--- src/rtl/vc_credit_sender.sv ---
// Credit-based sender: turns a val/rdy stream into single-cycle send strobes,
// never issuing more messages than the downstream buffer has free slots.
module vc_credit_sender #(
    parameter  int p_msg_nbits    = 32,
    parameter  int p_num_credits  = 4,
    localparam int p_credit_nbits = $clog2(p_num_credits + 1)
) (
    input  logic                      clk,
    input  logic                      reset_n,
    input  logic                      in_val,
    output logic                      in_rdy,
    input  logic [p_msg_nbits-1:0]    in_msg,
    output logic                      out_val,
    output logic [p_msg_nbits-1:0]    out_msg,
    input  logic                      credit_return,
    output logic [p_credit_nbits-1:0] credits,
    output logic                      credits_is_zero,
    output logic                      credits_is_max,
    output logic                      overflow_err
);

    localparam logic [p_credit_nbits-1:0] c_max = p_credit_nbits'(p_num_credits);
    localparam logic [p_credit_nbits-1:0] c_one = p_credit_nbits'(1);

    logic [p_credit_nbits-1:0] r_credits;
    logic                      r_out_val;
    logic [p_msg_nbits-1:0]    r_out_msg;
    logic                      r_overflow_err;

    logic                      w_send;
    logic                      w_at_max;
    logic [p_credit_nbits-1:0] w_credits_next;
    logic                      w_overflow_next;

    // Ready depends only on registered credits, so a return this cycle cannot
    // open the gate until the next cycle.
    assign w_at_max = (r_credits == c_max);
    assign in_rdy   = reset_n & (r_credits != '0);
    assign w_send   = in_val & in_rdy;

    always_comb begin
        w_credits_next  = r_credits;
        w_overflow_next = r_overflow_err;
        unique case ({w_send, credit_return})
            2'b10:   w_credits_next = r_credits - c_one;
            2'b01: begin
                // A return with no outstanding message is a protocol error.
                if (w_at_max) w_overflow_next = 1'b1;
                else          w_credits_next  = r_credits + c_one;
            end
            default: w_credits_next = r_credits;
        endcase
    end

    always_ff @(posedge clk or negedge reset_n) begin
        if (!reset_n) begin
            r_credits      <= c_max;
            r_out_val      <= 1'b0;
            r_out_msg      <= '0;
            r_overflow_err <= 1'b0;
        end else begin
            r_credits      <= w_credits_next;
            r_out_val      <= w_send;
            r_overflow_err <= w_overflow_next;
            if (w_send) r_out_msg <= in_msg;
        end
    end

    assign out_val         = r_out_val;
    assign out_msg         = r_out_msg;
    assign credits         = r_credits;
    assign credits_is_zero = (r_credits == '0);
    assign credits_is_max  = w_at_max;
    assign overflow_err    = r_overflow_err;

endmodule

--- config.mk ---
export PLATFORM = sky130hd
export DESIGN_NAME = vc_credit_sender
export DESIGN_NICKNAME = d
export VERILOG_FILES = /design/src/rtl/vc_credit_sender.sv
export SDC_FILE = /design/constraint.sdc
export NUM_CORES = 1
export LEC_CHECK = 0
export CAP_MARGIN = 30
export CORE_MARGIN = 2
export CORE_UTILIZATION = 41
export CTS_CLUSTER_SIZE = 24
export DETAILED_ROUTE_END_ITERATION = 6
export GPL_ROUTABILITY_DRIVEN = 0
export PLACE_DENSITY = 0.79
export SLEW_MARGIN = 20
export SYNTH_ARGS = -nofsm -noshare
export SYNTH_HDL_FRONTEND = slang
export SYNTH_SLANG_ARGS = --single-unit
--- constraint.sdc ---
create_clock -name clk -period 2.4 [get_ports clk]
set_input_delay 0.48 -clock clk [delete_from_list [all_inputs] [get_ports clk]]
set_output_delay 0.48 -clock clk [all_outputs]
set_load 0.1 [all_outputs]
Word-level counts from Yosys, hierarchy flattened
Cells that the tools add are included.

Bits in latches: 0. Output and inout bits: 40. Register bits after elaboration: 37. Bits in writable memories: 0. Memory bits (read-only): 0. Input port bits: 36. Memories: 0. Word-level logic and storage cells: 19.

Eq/ne operators: 4. Divide/modulo/power cells: 0. Magnitude comparators: 0. Multipliers: 0. Add/sub/neg operators: 2. Shifts and indexed selects: 0. Reduce and logical (&&, ||, !) cells: 5. Bitwise logic cells: 2. Multiplexer cells: 2.

Operator list (count): 3-bit one-hot mux with 2 select lines (1); 2-bit AND reduction (2); 3-bit by 1-bit adder with 3-bit output (second input constant) (1); 3-bit equality test (second input constant) (1); 3-bit zero test (1); 3-bit 2-to-1 mux (1); 3-bit nonzero test (1); 3-bit by 1-bit subtractor with 3-bit output (second input constant) (1); 1-bit AND (2); 2-bit by 1-bit equality test with 1-bit output (second input constant) (1); 2-bit equality test (second input constant) (1); 2-bit inequality test (second input constant) (1); 2-bit nonzero test (1).

Longest topological paths before layout
Gate-level depths: netlist of run 1.

Depth after elaboration: 6. Gate-level depth with buffers: 10. Gate-level depth less buffers: 7.

Worst setup path after synthesis of run 1
OpenSTA, ideal clock, no wires.

Kind: reg-to-reg. Start: reg r_credits[0], in the netlist credits[0]. End: reg r_credits[2], in the netlist credits[2]. Stages on the path, launching flop included: 10. Setup slack: -969 ps. Library setup time: 91 ps. Arrival time: 3278 ps. Path buffers: 2. Cell sequence: dfrtp_1 -> nor3_4 -> or2_1 -> buf_6 -> buf_8 -> nand2_1 -> fa_1 -> or2_2 -> o211ai_1 -> o211ai_1.

Longest elaborated chain between the ends: 6. Elaborated cells between the ends (all ways): 13. Classes of those cells: 2 x add/sub; 4 x eq/ne; 2 x mux; 2 x bitwise; 3 x reduce/logical.

RTL lines: start: declaration (RTL line 25) `logic [p_credit_nbits-1:0] r_credits;`; start signal: assignment (RTL line 57) `r_credits <= c_max;`; start signal: assignment (RTL line 62) `r_credits <= w_credits_next;`; 3-bit nonzero test (RTL line 38) `assign in_rdy = reset_n & (r_credits != '0);`; 1-bit AND (RTL line 38); 1-bit AND (RTL line 39) `assign w_send = in_val & in_rdy;`; 2-bit by 1-bit equality test with 1-bit output / 2-bit equality test (equally long branches) (RTL line 44) `unique case ({w_send, credit_return})`; 2-bit inequality test (no source line) / 2-bit nonzero test (equally long branches); 2-bit AND reduction (no source line).

Several ways; a longest one is shown, not always the timed one. The select of a mux whose other input is x is not followed. A chain may end at the register's enable or synchronous reset.

Worst setup path after layout of run 1
Same ends and word-level chain as after synthesis.

==> out/metrics.yaml, run 1 <==
fp-row-count: 23
crit_type: "register to register"
setup_tns_ns: 0
vias: 1175
fp.dieH_um: 68.57
slew_viol_final: 0
post-synth-top-area-cell: "dfrtp_1"
ys_async_sr_fraction_pct: 100.0
diodes: 0
worst_slew_pin_slew_ns: 0.5076
area.sequential_um2: 935.9
synth_nets: 147
rsz0062_at_grt: "no"
viasPerCell: 4.855
yosysWarnings: 0
synth_ff_type: "dfrtp_1"
yosysMostFrequentCell: "dfrtp_1"
status: "completed"
wirelength_um: 3738
hpwl_um: 2731
die-area_um2: 4701
coreArea_um2: 4000
synth_cells: 110
cp.arrival_ns: 2.21
overflow: 0
finalCritPeriodShare_pct: 83.49
start_kind: "register"
insertion_delay_ns: 0.29
crit_chain: "nor3_4 > or2_2 > nand2_2 > fa_2 > or2_2 > o211ai_1 > o211ai_1"
cp_data_required_time_ns: 2.61
slowest_stage: "dfrtp_4"
seq_area_frac_synth_pct: 54.25
clkTransAtPathRegs_ns: 0.08
multi_input_area_um2: 698.2
holdWs_ns: 0.3119
drt_iter0_drc: 42
grt_pass1_wl_um: 5630
maxCapViolCount: 0
grt_pass1_vias: 1156
ant_nets: 0
cts_tree: "built"
port_buffers: 75
endpoint_kind: "register"
max_stage_delay_ns: 0.54
synth.distinct_cells: 32
routedWlPerCell_um: 15.45
place_inst: 234
fillers: 311
clkSinkCount: 37
hold_path_class: "input pin to async pin"
cts_made_buffers: 5
relSlewSlack_pct: 66.16
num_io_pins: 76
fin_crit_ns: 2.004
final_cell_count_no_fill: 242
syn_avg_cell_area_um2: 15.54
dr.pass1.iters: 4
cts_hold_buf: 0
root_buffer: "clkbuf_8"
utilization_pct: 63.28
cts_setup_buffers: 0
ys_seq_elements: 37
cts_buffer_depth: 2
synth_edf_count: 0
area_growth_pct: 48.10
grt_max_degree: 43
ctsResizeCount: 0
drc: 0
path_max_fanout: 7
start_util_pct: 42.73
h-tree-depth: 2
synth_common_cells: "dfrtp_1 (36), mux2_4 (28), mux2_2 (4)"
final_layout_size_suffix_gt1_share_pct: 51.04
fmax_mhz: 499.1
nNetsFinal: 228
antenna_found_initial: 0
fp.dieW_um: 68.57
hold_violations: 0
setup_viol: 0
yosysTopAreaCellShare_pct: 52.71
track_usage_pct: 16.48
syn-cell-area_um2: 1709
finClkSkew_ns: 0.004610
synth_area_leaders: "dfrtp_1 (53%), mux2_4 (25%), mux2_2 (2.6%)"
[metrics by stage]
step / area [um2] / setup slack (ns)
2_1_floorplan: 1727 / -0.6581
3_3_place_gp: 2416 / 0.1934
3_5_place_dp: 2416 / 0.1120
4_1_cts: 2531 / 0.3922
5_1_grt: 2531 / 0.2599
6_report: 2531 / 0.3963
[worst paths after layout]
| check | from | depth (start not counted) | endpoint | slack, ns |
|---|---|---|---|---|
| max | credits[0]$_DFFE_PN0P_ | 7 | credits[2]$_DFFE_PN1P_ | 0.40 |
| min | reset_n | 2 | out_msg[6]$_DFFE_PN0P_ | 0.31 |
| max reg2reg | credits[0]$_DFFE_PN0P_ | 7 | credits[2]$_DFFE_PN1P_ | 0.40 |
| min reg2reg | overflow_err$_DFFE_PN0P_ | 1 | overflow_err$_DFFE_PN0P_ | 0.48 |
| max in group asynchronous | reset_n | 2 | credits[0]$_DFFE_PN0P_ | 1.70 |
| min in group clk | overflow_err$_DFFE_PN0P_ | 1 | overflow_err$_DFFE_PN0P_ | 0.48 |
[metal layers]
layer	part of all wire, %	vias up	GRT usage [%]
met1	41	565	20.42
met3	7.7	4	4.058
li1	-	549	-
met4	0.91	0	6.750
met2	51	57	27.40
met5	0	-	0
[cells by family (layout without fill, tap and decap cells)]
kind of cell | count (synthesis) | count (layout) | synth area share, %
AOI/OAI and AO/OA | 16 | 16 | 6.589
adders and majority gates | 1 | 1 | 1.171
buffers and inverters | 9 | 91 | 5.197
DFF | 37 | 37 | 54.25
muxes | 32 | 32 | 27.23
and+or+nand+nor | 15 | 15 | 5.565
[cell usage in the layout, fill, tap and decap left out, drive strengths merged, types with 2 or more instances in the layout]
master,count
dfrtp,36
or2,3
clkdlybuf4s50,34
clkbuf,5
a21oi,3
nor2b,2
o21ai,3
mux2,32
inv,3
o211ai,3
nor2,2
nand2,3
buf,46
[sequential cells by signal, summed over array words and instances, names as in the netlist]
name,count
out_msg,32
out_val,1
credits,3
overflow_err,1
[critical path, delay by kind of cell, from the launching register on]
family	cells	cell delay [ns]
AO/OA/AOI/OAI	2	0.28
adder cells (fa/ha/maj)	1	0.36
flip-flops	1	0.54
AND/OR/NAND/NOR	4	0.75
[layout make-up]
type	count	share of cell area, %
Tap cell	50	2.472
Clock inverter	3	1.829
Timing Repair Buffer	80	27.98
Sequential cell	37	36.97
Inverter	3	0.4449
Clock buffer	5	2.719
Multi-Input combinational cell	64	27.58
Power of run 1 is left out: the tool's default activity adds up to more than one toggle a clock period on the data nets, which glitch-free logic cannot reach.
==> run 2: changes to the inputs <==
clock period = 2.02 ns   (was 2.4 ns; I/O delays follow)
==> run 2 against run 1 <==
Effect of this change:
- cell area grew 3.7%
- non-clock buffer count is 5 higher
- worst setup slack worse by 0.31 ns
- worst hold slack worse by 0.21 ns
- critical endpoint is now in_rdy
- largest cell class unchanged
==> out/metrics.yaml, run 2 (same netlist as run 1, synthesis figures left out) <==
antenna_found_initial: 0
h-tree-depth: 2
diodes: 0
drt_iter0_drc: 23
track_usage_pct: 16.70
start_kind: "register"
cp_data_required_time_ns: 1.62
status: "completed"
fmax_mhz: 517.1
fp.dieH_um: 68.57
overflow: 0
fp-row-count: 23
finClkSkew_ns: 0.005473
setup_tns_ns: 0
crit_type: "register to output port"
final_layout_size_suffix_gt1_share_pct: 53.81
drc: 0
grt_pass1_wl_um: 5678
hold_violations: 0
hpwl_um: 2829
routedWlPerCell_um: 15.00
cts_made_buffers: 5
final_cell_mix: "buf_4 (44), clkdlybuf4s50_1 (34), dfrtp_1 (34)"
path_max_fanout: 10
worst_slew_pin_slew_ns: 0.3295
area_growth_pct: 53.59
fp.dieW_um: 68.57
finalCritPeriodShare_pct: 95.73
clkTransAtPathRegs_ns: 0.08
slew_viol_final: 0
viasPerCell: 4.911
port_buffers: 75
endpoint_kind: "output port"
start_util_pct: 42.73
fin_crit_ns: 1.934
relSlewSlack_pct: 78.04
hold_path_class: "input pin to async pin"
wirelength_um: 3706
cts_buffer_depth: 2
rsz0062_at_grt: "no"
clkSinkCount: 37
coreArea_um2: 4000
ant_nets: 0
root_buffer: "clkbuf_8"
dr.pass1.iters: 4
final_common_cell: "buf_4"
largest_reg_flops: 32
setup_viol: 0
vias: 1213
cp.arrival_ns: 1.53
maxCapViolCount: 0
grt_pass1_vias: 1177
cts_hold_buf: 0
num_io_pins: 76
nNetsFinal: 233
insertion_delay_ns: 0.28
grt_max_degree: 26
die-area_um2: 4701
fin_area_um2: 2625
cts_tree: "built"
dpl_cell_area_um2: 2505
-- run 2: per-layer routing --
metal / global-route usage, % / routed length, um / vias up
met5: 0 / 0 / -
met1: 21.01 / 1451 / 596
li1: - / - / 558
met4: 6.000 / 46 / 0
met2: 27.52 / 1914 / 53
met3: 4.545 / 293 / 6
-- run 2: path summary, 6_finish.rpt --
check	from	endpoint	slack, ns	cells past startpoint
worst max-delay path	credits[2]$_DFFE_PN1P_	in_rdy	0.09	4
worst min-delay path	reset_n	out_msg[12]$_DFFE_PN0P_	0.1	2
worst max register to register	credits[2]$_DFFE_PN1P_	credits[1]$_DFFE_PN0P_	0.11	6
worst min register to register	overflow_err$_DFFE_PN0P_	overflow_err$_DFFE_PN0P_	0.47	1
max in group asynchronous	reset_n	out_msg[22]$_DFFE_PN0P_	1.64	2
min in group clk	overflow_err$_DFFE_PN0P_	overflow_err$_DFFE_PN0P_	0.47	1
-- run 2: timing repair --
action	in CTS	in global routing
buffers inserted	0	0
setup endpoints to repair	0	2
hold endpoints to repair	0	0
gates resized for setup	0	2
-- run 2: area by class of cell --
cell class,instances,area (um2)
repair buffers,85,795.8
clock inverters,3,46.29
inverters,3,11.26
flip-flops and latches,37,935.9
fillers,291,1375
well taps,50,62.56
clock buffers,5,68.82
multi-input cells,64,704.4
-- run 2: metrics by stage --
step | hold slack, ns | utilization [%] | instances | worst slack [ns]
after CTS | 0.09259 | 65.50 | 247 | 0.004561
final | 0.09834 | 65.62 | 247 | 0.08618
after floorplan | 0.1084 | - | 110 | -1.038
after global routing | 0.1096 | 65.62 | 247 | 0.03067
after global placement | 0.4045 | 62.62 | 239 | -0.06690
after detailed placement | 0.4123 | 62.62 | 239 | -0.1047
-- run 2: worst max-delay path: stages, from the launching register on --
cell     delay, ns
dfstp_4       0.70
nor3_4        0.06
buf_4         0.15
nor2b_2       0.15
buf_12        0.19
Power of run 2 is left out for the same reason.
